$ cat config.mk
export PLATFORM = sky130hd
export DESIGN_NAME = mult_rr_scheduler
export DESIGN_NICKNAME = d
export VERILOG_FILES = /design/src/rtl/mult_rr_scheduler.sv
export SDC_FILE = /design/constraint.sdc
export NUM_CORES = 1
export LEC_CHECK = 0
export CAP_MARGIN = 20
export CORE_MARGIN = 10
export CORE_UTILIZATION = 38
export CTS_CLUSTER_DIAMETER = 120
export DETAILED_ROUTE_END_ITERATION = 16
export PLACE_DENSITY = 0.82
export SYNTH_ARGS = -nofsm -noshare
export SYNTH_HDL_FRONTEND = slang
export SYNTH_SLANG_ARGS = --single-unit
export TNS_END_PERCENT = 30
$ cat constraint.sdc
create_clock -name clk -period 2.5 [get_ports clk]
set_input_delay 0.375 -clock clk [delete_from_list [all_inputs] [get_ports clk]]
set_output_delay 0.375 -clock clk [all_outputs]
set_load 0.01 [all_outputs]
$ cat src/rtl/mult_rr_scheduler.sv
// mult_rr_scheduler: shares one repeated-addition multiplier datapath among
// NREQ requesters. A round-robin arbiter picks a requester from IDLE, the
// FSM walks the datapath through LOAD, OPERATE and DONE, and the captured
// product is returned with the requester ID over a valid/ready channel.
module mult_rr_scheduler #(
   parameter int XLEN = 16,
   parameter int NREQ = 4,
   parameter int IDW  = $clog2(NREQ)
) (
   input  logic                 clk,
   input  logic                 resetn,
   input  logic [NREQ-1:0]      req_valid,
   output logic [NREQ-1:0]      req_ready,
   input  logic [NREQ*XLEN-1:0] req_a,
   input  logic [NREQ*XLEN-1:0] req_b,
   output logic                 resp_valid,
   input  logic                 resp_ready,
   output logic [IDW-1:0]       resp_id,
   output logic [2*XLEN-1:0]    resp_product,
   output logic                 dp_ld_input,
   output logic [1:0]           dp_state,
   output logic                 dp_ready,
   output logic                 dp_done,
   output logic [XLEN-1:0]      dp_a,
   output logic [XLEN-1:0]      dp_b,
   input  logic                 dp_eqz,
   input  logic [2*XLEN-1:0]    dp_product,
   output logic                 busy,
   output logic [15:0]          op_count
);

   typedef enum logic [2:0] {IDLE, LOAD, OPERATE, DONE, RESP} state_t;

   state_t         state;
   state_t         state_nxt;
   logic [IDW-1:0] rr_ptr;
   logic [IDW-1:0] grant_idx;
   logic           grant_vld;

   // First set bit strictly after ptr, wrapping modulo NREQ. Iterating from
   // the farthest candidate down lets the nearest one overwrite the result.
   function automatic logic [IDW:0] rr_pick(input logic [NREQ-1:0] vld,
                                            input logic [IDW-1:0]  ptr);
      logic [IDW:0] res;
      int           idx;
      res = '0;
      for (int i = NREQ; i >= 1; i--) begin
         idx = (int'(ptr) + i) % NREQ;
         if (vld[idx]) res = {1'b1, IDW'(idx)};
      end
      return res;
   endfunction

   // Round-robin candidate for this cycle.
   always_comb begin
      {grant_vld, grant_idx} = rr_pick(req_valid, rr_ptr);
   end

   // State register; reset abandons any in-flight operation.
   always_ff @(posedge clk) begin
      if (!resetn) state <= IDLE;
      else         state <= state_nxt;
   end

   // Next-state logic and the combinational grant.
   always_comb begin
      state_nxt = state;
      req_ready = '0;
      case (state)
         IDLE: begin
            if (resetn && grant_vld) begin
               req_ready[grant_idx] = 1'b1;
               state_nxt            = LOAD;
            end
         end
         LOAD:    state_nxt = OPERATE;
         OPERATE: if (dp_eqz) state_nxt = DONE;
         DONE:    state_nxt = RESP;
         RESP:    if (resp_ready) state_nxt = IDLE;
         default: state_nxt = IDLE;
      endcase
   end

   assign dp_ld_input = (state == LOAD);
   assign dp_state    = (state == OPERATE) ? 2'd1 :
                        (state == DONE)    ? 2'd2 : 2'd0;
   assign dp_ready    = (state == IDLE);
   assign dp_done     = (state == DONE);
   assign resp_valid  = (state == RESP);
   assign busy        = (state != IDLE);

   // Operand/ID capture on grant, product capture in DONE, completion count.
   // Operands are only written from IDLE, so they hold from LOAD through RESP.
   always_ff @(posedge clk) begin
      if (!resetn) begin
         dp_a         <= '0;
         dp_b         <= '0;
         resp_id      <= '0;
         resp_product <= '0;
         op_count     <= '0;
         rr_ptr       <= IDW'(NREQ - 1);
      end else begin
         if (state == IDLE && grant_vld) begin
            dp_a    <= req_a[int'(grant_idx)*XLEN +: XLEN];
            dp_b    <= req_b[int'(grant_idx)*XLEN +: XLEN];
            resp_id <= grant_idx;
            rr_ptr  <= grant_idx;
         end
         if (state == DONE) resp_product <= dp_product;
         if (state == RESP && resp_ready) op_count <= op_count + 16'd1;
      end
   end

endmodule

==> impl_metrics.tcl <==
set metrics [dict create \
    clockBufferDepth 2 \
    period_share 1.02 \
    yosysMostFrequentCell "nand2_1" \
    ys_ff_latch 87 \
    netlist_instances 527 \
    slew_headroom 0.648 \
    cp_data_arrival_time_ns 2.17 \
    finalNetCount 957 \
    syn_area_sq_mm 0.00437 \
    drt-vias-per-instance 5.24 \
    synth-edff-count 0 \
    cap_viol_max_count 0 \
    cts_tree "built" \
    grt_use_total 0.205 \
    clock_latency_ns 0.33 \
    yosys_warnings 0 \
    drc 0 \
    wl_met1_microns 6570 \
    grt_max_degree 38 \
    violations "setup timing" \
    diodes 0 \
    cp_data_required_time_ns 2.12 \
    final_antenna_net_count 0 \
    cp-end-kind "output pin" \
    hold_path_class "in -> reg" \
    antenna_found_initial 0 \
    gr-total-overflow 0 \
    grt_pass1_vias 5096 \
    cts.clk_slew.worst_paths_ns 0.07 \
    final_area_sq_mm 0.00753 \
    synth_area_leader_cell "dfxtp_1" \
    synthDistinctLibCells 45 \
    fmax_mhz 393 \
    fillers 913 \
    drive_above_1_share 0.0794 \
    pin_count 261 \
    wl_microns 17300 \
    finalWorstSetupSlack_ns -0.0431 \
    cts_buffers 9 \
    fp.dieH_microns 127 \
    start_kind "primary input" \
    powerDensity_mw_per_mm2 634 \
    cts_root_buf "clkbuf_16" \
    crit_fanout 3 \
    final_max_slew_viol_count 0 \
    synth.area.top_cells "dfxtp_1 (40%), nand2_1 (8.9%), a21boi_0 (5.8%)" \
    netlist.area_leader.share 0.399 \
    area_growth_pct 72.5 \
    ys_seq_area_frac 0.399 \
    initial_core_util 0.386 \
    power_leakage_nw 2.90 \
    min_period_ns 2.54 \
    cts_sinks 87 \
    synth_fp_nets 696 \
    via_count 4902 \
    synth_async_sr_flop_share 0 \
    core_sq_mm 0.0113 \
    firstDrtPassIters 5 \
    gp_congestion 0.844 \
    ys.flop_type "dfxtp_1" \
    synth_commonest_cells "nand2_1 (104), dfxtp_1 (87), nand3_1 (42)" \
    place_ws_ns -0.359 \
    htreeDepth 3 \
    critPathMaxStageDelay_ns 0.52 \
    grt_pass1_wl_microns 27200 \
    path_cells "clkdlybuf4s50_1 -> or3b_2 -> o221ai_1 -> nand3_2 -> buf_4 -> nor2_1 -> clkdlybuf4s15_2" \
    tightest_slew_ns 0.526 \
    die_w_microns 127 \
    worstSetupPathType "in -> out" \
    dpl_cell_area_sq_mm 0.00718 \
    cts_hold_buffers 0 \
    hold_viol 0 \
    wl_met2_microns 8890 \
    rows 39 \
    drt_iter0_drc 281 \
    port_buffers 260 \
    setup_viol 1 \
    outcome "finished with violations" \
    avgSynthCellArea_sq_um 8.29 \
    wl_per_cell_microns 18.5 \
    ir_worst_vdd_uv 331 \
    tns_ns -0.0431 \
    finClkSkew_ns 0.00790 \
    rsz0062_at_grt "yes" \
    dp_hpwl_microns 13800 \
    top_layer "met4" \
    critPathSlowestCell "clkdlybuf4s50_1" \
    dr_wl_met3_microns 1440 \
    die_area_sq_mm 0.0162 \
]
-- placed cells by master, fill, tap and decap left out, drive strengths merged, types with 3 or more instances in the layout --
cell,synthesis,layout
o21ai,7,7
dfxtp,87,87
xor2,5,5
nand4,17,17
mux2i,21,21
nand3,42,42
nor3b,3,3
o221ai,14,14
nand2b,4,4
nor2b,6,6
nor3,5,5
o2111a,13,13
inv,32,32
nor2,13,13
nand2,104,104
clkinv,1,3
and2,14,14
or3,3,3
a21boi,34,34
and3,3,3
buf,16,34
clkdlybuf4s50,0,255
o2111ai,19,19
xnor2,8,8
o211ai,14,14
clkbuf,27,12
-- layer usage --
layer | vias up | track usage
met5 | - | 0
met4 | 0 | 0.0723
met3 | 26 | 0.0691
met2 | 211 | 0.365
met1 | 2280 | 0.223
li1 | 2385 | -
-- report_power, final --
| part | internal, mW | switching (mW) |
|---|---|---|
| registers | 1.57 | 0.104 |
| clock network | 0.904 | 0.561 |
| logic | 0.883 | 0.762 |
| total | 3.35 | 1.43 |
-- repair_timing --
item | in CTS | in global routing
gates resized for setup | 8 | 6
pin swaps | 1 | 0
setup buffers | 1 | 0
setup endpoints to repair | 4 | 4
-- state kept, by name, indices dropped and copies added (netlist names) --
register / flops
resp_id: 2
state: 3
op_count: 16
dp_b: 16
rr_ptr: 2
dp_a: 16
resp_product: 32
-- metrics by stage --
step	hold slack, ns	instances	utilization	total power [mW]
final	0.458	936	0.665	4.78
after detailed placement	0.457	918	0.634	3.33
after CTS	0.458	935	0.664	4.81
after global placement	0.446	918	0.634	3.29
after global routing	0.467	936	0.665	5.01
after floorplan	0.488	527	-	2.42
-- logic make-up after synthesis --
family                     synth area share
muxes                                0.0481
DFF                                   0.399
AOI/OAI and AO/OA                     0.200
adders and majority gates           0.00286
buffers and inverters                0.0771
xor gates and xnor gates             0.0261
and+or+nand+nor                       0.247
-- worst max-delay path, delay by kind of cell --
| kind | cells | cell delay (ns) |
|---|---|---|
| AND/OR/NAND/NOR | 3 | 0.72 |
| AO/OA/AOI/OAI | 1 | 0.13 |
| buffers and inverters | 3 | 0.94 |
-- final timing paths --
check | startpoint | to | slack [ns] | cells past startpoint
worst max-delay path | req_valid[1] | req_ready[1] | -0.04 | 7
worst min-delay path | resetn | dp_a[13] | 0.46 | 3
worst max register to register | rr_ptr[1] | dp_a[13] | 0.41 | 7
worst min register to register | resp_product[31] | resp_product[31] | 0.46 | 2
-- cell type report --
type / count / area, sq um / area share
timing repair buffer: 293 / 2860 / 0.379
multi-input combinational: 364 / 2310 / 0.307
sequential: 87 / 1740 / 0.231
clock buffer: 11 / 243 / 0.0322
tap: 143 / 179 / 0.0238
inverter: 33 / 124 / 0.0164
clock inverter: 5 / 81.3 / 0.0108
Power figures use the tool's default switching activity.
